===== src/rtl/ram_fifo_ctrl.sv =====
// FIFO controller that keeps its storage in an external synchronous RAM and
// fronts it with a 2-entry first-word-fall-through output buffer.
module ram_fifo_ctrl #(
  parameter int unsigned AW        = 9,
  parameter int unsigned DW        = 32,
  parameter int unsigned AF_MARGIN = 4,
  parameter int unsigned AE_MARGIN = 2
) (
  input  logic          clk,
  input  logic          rst,
  input  logic          flush,
  input  logic          push_valid,
  output logic          push_ready,
  input  logic [DW-1:0] push_data,
  output logic          pop_valid,
  input  logic          pop_ready,
  output logic [DW-1:0] pop_data,
  output logic          ram_wen,
  output logic [AW-1:0] ram_waddr,
  output logic [DW-1:0] ram_wdata,
  output logic          ram_ren,
  output logic [AW-1:0] ram_raddr,
  input  logic [DW-1:0] ram_rdata,
  output logic [AW+1:0] level,
  output logic          full,
  output logic          empty,
  output logic          almost_full,
  output logic          almost_empty,
  output logic          overflow
);

  localparam logic [AW:0]   DEPTH_W = {1'b1, {AW{1'b0}}};
  localparam logic [AW:0]   AF_W    = (AW+1)'(AF_MARGIN);
  localparam logic [AW+1:0] AE_W    = (AW+2)'(AE_MARGIN);

  logic [AW-1:0] wptr_q, wptr_d;
  logic [AW-1:0] rptr_q, rptr_d;
  logic [AW:0]   ram_cnt_q, ram_cnt_d;
  logic [1:0]    ob_cnt_q, ob_cnt_d;
  logic          ob_head_q, ob_head_d;
  logic          rd_pending_q, rd_pending_d;
  logic          overflow_q, overflow_d;
  logic [DW-1:0] ob_mem_q [2];
  logic [DW-1:0] ob_mem_d [2];

  logic          push_fire_s;
  logic          pop_fire_s;
  logic [2:0]    ob_occ_s;
  logic [AW:0]   free_s;

  // Handshakes, RAM port drive and status flags, all from registered state.
  always_comb begin
    full         = (ram_cnt_q == DEPTH_W);
    push_ready   = !full && !flush && !rst;
    push_fire_s  = push_valid && push_ready;
    pop_valid    = (ob_cnt_q != 2'd0);
    pop_fire_s   = pop_valid && pop_ready;
    pop_data     = ob_mem_q[ob_head_q];
    // Buffer slots still claimed after this cycle, counting the read in flight.
    ob_occ_s     = 3'(ob_cnt_q) + 3'(rd_pending_q) - 3'(pop_fire_s);
    ram_ren      = (ram_cnt_q != {(AW+1){1'b0}}) && (ob_occ_s < 3'd2) && !flush && !rst;
    ram_raddr    = rptr_q;
    ram_wen      = push_fire_s;
    ram_waddr    = wptr_q;
    ram_wdata    = push_data;
    level        = (AW+2)'(ram_cnt_q) + (AW+2)'(rd_pending_q) + (AW+2)'(ob_cnt_q);
    free_s       = DEPTH_W - ram_cnt_q;
    empty        = (level == {(AW+2){1'b0}});
    almost_full  = (free_s <= AF_W);
    almost_empty = (level <= AE_W);
    overflow     = overflow_q;
  end

  // Next-state: pointers, RAM occupancy, read pipeline and output buffer.
  always_comb begin
    wptr_d       = wptr_q;
    rptr_d       = rptr_q;
    ram_cnt_d    = ram_cnt_q;
    ob_cnt_d     = ob_cnt_q;
    ob_head_d    = ob_head_q;
    rd_pending_d = rd_pending_q;
    overflow_d   = overflow_q;
    ob_mem_d     = ob_mem_q;
    if (flush) begin
      wptr_d       = {AW{1'b0}};
      rptr_d       = {AW{1'b0}};
      ram_cnt_d    = {(AW+1){1'b0}};
      ob_cnt_d     = 2'd0;
      ob_head_d    = 1'b0;
      rd_pending_d = 1'b0;
      overflow_d   = 1'b0;
    end else begin
      wptr_d       = push_fire_s ? wptr_q + AW'(1) : wptr_q;
      rptr_d       = ram_ren ? rptr_q + AW'(1) : rptr_q;
      ram_cnt_d    = ram_cnt_q + (AW+1)'(push_fire_s) - (AW+1)'(ram_ren);
      rd_pending_d = ram_ren;
      ob_cnt_d     = ob_cnt_q + 2'(rd_pending_q) - 2'(pop_fire_s);
      ob_head_d    = pop_fire_s ? ~ob_head_q : ob_head_q;
      overflow_d   = overflow_q || (push_valid && full);
      // A returning read never finds the buffer full, so the tail slot is free.
      if (rd_pending_q) begin
        ob_mem_d[ob_head_q ^ ob_cnt_q[0]] = ram_rdata;
      end else begin
        ob_mem_d = ob_mem_q;
      end
    end
  end

  // State register with synchronous reset.
  always_ff @(posedge clk) begin
    if (rst) begin
      wptr_q       <= {AW{1'b0}};
      rptr_q       <= {AW{1'b0}};
      ram_cnt_q    <= {(AW+1){1'b0}};
      ob_cnt_q     <= 2'd0;
      ob_head_q    <= 1'b0;
      rd_pending_q <= 1'b0;
      overflow_q   <= 1'b0;
      ob_mem_q[0]  <= {DW{1'b0}};
      ob_mem_q[1]  <= {DW{1'b0}};
    end else begin
      wptr_q       <= wptr_d;
      rptr_q       <= rptr_d;
      ram_cnt_q    <= ram_cnt_d;
      ob_cnt_q     <= ob_cnt_d;
      ob_head_q    <= ob_head_d;
      rd_pending_q <= rd_pending_d;
      overflow_q   <= overflow_d;
      ob_mem_q[0]  <= ob_mem_d[0];
      ob_mem_q[1]  <= ob_mem_d[1];
    end
  end

endmodule


===== config.mk =====
export PLATFORM = sky130hd
export DESIGN_NAME = ram_fifo_ctrl
export DESIGN_NICKNAME = d
export VERILOG_FILES = /design/src/rtl/ram_fifo_ctrl.sv
export SDC_FILE = /design/constraint.sdc
export NUM_CORES = 1
export LEC_CHECK = 0
export CAP_MARGIN = 20
export CELL_PAD_IN_SITES_DETAIL_PLACEMENT = 1
export CELL_PAD_IN_SITES_GLOBAL_PLACEMENT = 1
export CORE_ASPECT_RATIO = 1.2
export CORE_MARGIN = 2
export CORE_UTILIZATION = 34
export CTS_BUF_LIST = sky130_fd_sc_hd__clkbuf_8
export CTS_CLUSTER_DIAMETER = 150
export DETAILED_ROUTE_END_ITERATION = 10
export GPL_TIMING_DRIVEN = 1
export HOLD_SLACK_MARGIN = 0.02
export PLACE_DENSITY = 0.82
export SYNTH_ARGS = -nofsm -noshare
export SYNTH_HDL_FRONTEND = slang
export SYNTH_SLANG_ARGS = --single-unit

===== constraint.sdc =====
create_clock -name clk -period 6.3 [get_ports clk]
set_input_delay 1.26 -clock clk [delete_from_list [all_inputs] [get_ports clk]]
set_output_delay 1.26 -clock clk [all_outputs]
set_load 0.03 [all_outputs]

==> results_dict.tcl <==
set metrics [dict create \
    start_util 0.346 \
    drtPass1Iterations 4 \
    critPathKind "in2out" \
    antenna_left 0 \
    clk_latency_ps 360 \
    routedWlPerCell_um 16.1 \
    drc_errors 0 \
    clock_sinks 97 \
    rsz0062_at_grt "false" \
    drive_gt1_frac 0.0970 \
    vias 4474 \
    hpwl_um 10500 \
    slowest_delay_ps 730 \
    place_ws_ps 634 \
    synth_area_leaders "dfxtp_1 (38%), nand2_1 (10%), ha_1 (7.5%), mux2_2 (7.2%), a21oi_1 (6.9%)" \
    arrival_ps 4290 \
    layout_setup_ws_ps 753 \
    yosysWarnings 0 \
    layout_common_cells "nand2_1 (144), clkdlybuf4s50_1 (105), dfxtp_1 (96)" \
    clockRootBuffer "clkbuf_8" \
    period_share 0.880 \
    cts_setup_buffers 0 \
    status "completed" \
    clockBufferDepth 2 \
    start_kind "input pin" \
    cellLeakagePower_nw 2.33 \
    syn_area_um2 5160 \
    path_buf_inv 4 \
    fin_crit_ps 5550 \
    drt-total-wl_um 14400 \
    antenna_cells 0 \
    worst_pin_slew_ps 959 \
    required_ps 5040 \
    area_delta_synth_final_pct 23.3 \
    min_path_type "reg2reg" \
    fp.dieH_um 139 \
    critPathTopFamily "buffers and inverters" \
    crit_fanout 2 \
    synth-seq-cells 97 \
    synth-edff-count 0 \
    drv_slew 0 \
    path_cells "clkdlybuf4s50_1 -> and2_1 -> ha_1 -> inv_1 -> ha_1 -> inv_1 -> fa_1 -> or3b_4 -> a311oi_4 -> clkdlybuf4s50_1" \
    slew_headroom 0.361 \
    portBuffers 106 \
    holdBufCountCts 0 \
    syn_avg_cell_area_um2 8.30 \
    antenna_found_initial 0 \
    grt_pass1_wl_um 23500 \
    finalHoldViolCount 0 \
    fin_skew_ps 11.0 \
    setup_viol 0 \
    core_area_um2 14900 \
    cp_slowest_cell "clkdlybuf4s50_1" \
    synth_cell_types 45 \
    n_fill_cell 1792 \
    dominantRegCellSynth "dfxtp_1" \
    endpoint_kind "primary output" \
    via_per_inst 5.00 \
    totalNegativeSetupSlack_ps 0 \
    fin_nets 790 \
    powerDensity_nw_per_um2 321 \
    grt_pass1_vias 4828 \
    grt_max_degree 66 \
    postSynth.asyncResetShare 0 \
    grt.total_usage 0.180 \
    htreeDepth 3 \
    clock.fmax_mhz 180 \
    cts_tree "done" \
    vdd_ir_drop_max_v 0.000269 \
    max-cap-violations 0 \
    gp_congestion 0.844 \
    clkTransAtPathRegs_ps 90 \
    ios 171 \
    synth_top_cell_by_area "dfxtp_1" \
    die_w_um 116 \
    syn_nets 726 \
    cts-resized-gates 0 \
    drt_iter0_markers 170 \
    layout_commonest_cell "nand2_1" \
    numCtsBuffers 9 \
    die_area_um2 16200 \
    syn_inst 622 \
    row_count 49 \
    seq_area_frac_synth 0.376 \
    synth_top_area_share 0.376 \
    grt_overflow 0 \
]
==> layer usage <==
| metal | routed length [um] | global-route usage | vias to the layer above |
|---|---|---|---|
| met3 | 485 | 0.0302 | 24 |
| met2 | 7670 | 0.336 | 97 |
| met5 | 0 | 0 | - |
| met4 | 299 | 0.0545 | 0 |
| met1 | 5970 | 0.204 | 2190 |
| li1 | - | - | 2163 |
==> kinds of logic after synthesis <==
| group | synth area share |
|---|---|
| simple gates | 0.191 |
| compound gates | 0.118 |
| flops | 0.376 |
| buf+inv | 0.0887 |
| xor+xnor | 0.0611 |
| fa+ha+maj | 0.0907 |
| mux | 0.0739 |
==> cell usage after synthesis (all sizes together), types with 2 or more instances <==
| cell | count |
|---|---|
| a211oi | 4 |
| a21oi | 71 |
| a311oi | 4 |
| a31oi | 2 |
| and2 | 4 |
| and3 | 7 |
| buf | 40 |
| clkbuf | 21 |
| dfxtp | 97 |
| fa | 4 |
| ha | 31 |
| inv | 28 |
| mux2 | 33 |
| nand2 | 144 |
| nand2b | 3 |
| nand3 | 4 |
| nand4 | 10 |
| nor2 | 38 |
| nor2b | 2 |
| nor3 | 4 |
| nor3b | 2 |
| nor4 | 2 |
| o2111ai | 2 |
| o211ai | 4 |
| o21ai | 4 |
| o21bai | 2 |
| o31ai | 6 |
| or2 | 2 |
| or3 | 2 |
| or3b | 2 |
| xnor2 | 19 |
| xor2 | 17 |
==> flip-flops by register name, summed over array words and instances (netlist names) <==
name	cells
ob_cnt_q	2
ob_head_q	1
rd_pending_q	1
overflow	1
ram_waddr	9
ob_mem_q	64
ram_cnt_q	10
ram_raddr	9
==> power by group <==
group          switching [W]  internal, W  leakage (nW)
sequential         0.0000679     0.000659         0.785
combinational       0.000539     0.000402          1.46
clock               0.000225     0.000148        0.0879
total               0.000832      0.00121          2.33
==> worst register-to-register path, delay by kind of cell (launching register included) <==
kind	cells	cell delay [ps]
adder cells (fa/ha/maj)	6	1710
AO/OA/AOI/OAI	6	1150
buffers and inverters	5	460
flip-flops	1	410
AND/OR/NAND/NOR	3	900
==> path summary, 6_finish.rpt <==
path | startpoint | cells past startpoint | slack (ps) | end
worst max-delay path | pop_ready | 10 | 750 | ram_ren
worst min-delay path | ob_mem_q[31]$_SDFFE_PP0P_ | 2 | 460 | ob_mem_q[31]$_SDFFE_PP0P_
worst max register to register | ob_cnt_q[1]$_SDFF_PP0_ | 20 | 1600 | ram_cnt_q[8]$_SDFF_PP0_
worst min register to register | ob_mem_q[31]$_SDFFE_PP0P_ | 2 | 460 | ob_mem_q[31]$_SDFFE_PP0P_
==> metrics by stage <==
stage | util | instance area (um^2) | cells | hold slack (ps) | power [W]
final | 0.427 | 6360 | 895 | 458 | 0.00204
after global routing | 0.427 | 6360 | 895 | 483 | 0.00218
after CTS | 0.427 | 6360 | 895 | 461 | 0.00206
after detailed placement | 0.415 | 6190 | 879 | 447 | 0.00168
after global placement | 0.415 | 6190 | 879 | 438 | 0.00164
after floorplan | - | 5160 | 622 | 433 | 0.00141
==> area by class of cell <==
class | count | area [um^2] | share of cell area
clock buffer | 9 | 124 | 0.0195
clock inverter | 7 | 53.8 | 0.00845
inverter | 28 | 105 | 0.0165
multi-input combinational | 436 | 2770 | 0.435
sequential | 97 | 1940 | 0.305
tap | 204 | 255 | 0.0401
timing repair buffer | 114 | 1120 | 0.175
Note: power is estimated with default switching activity, not from simulation.
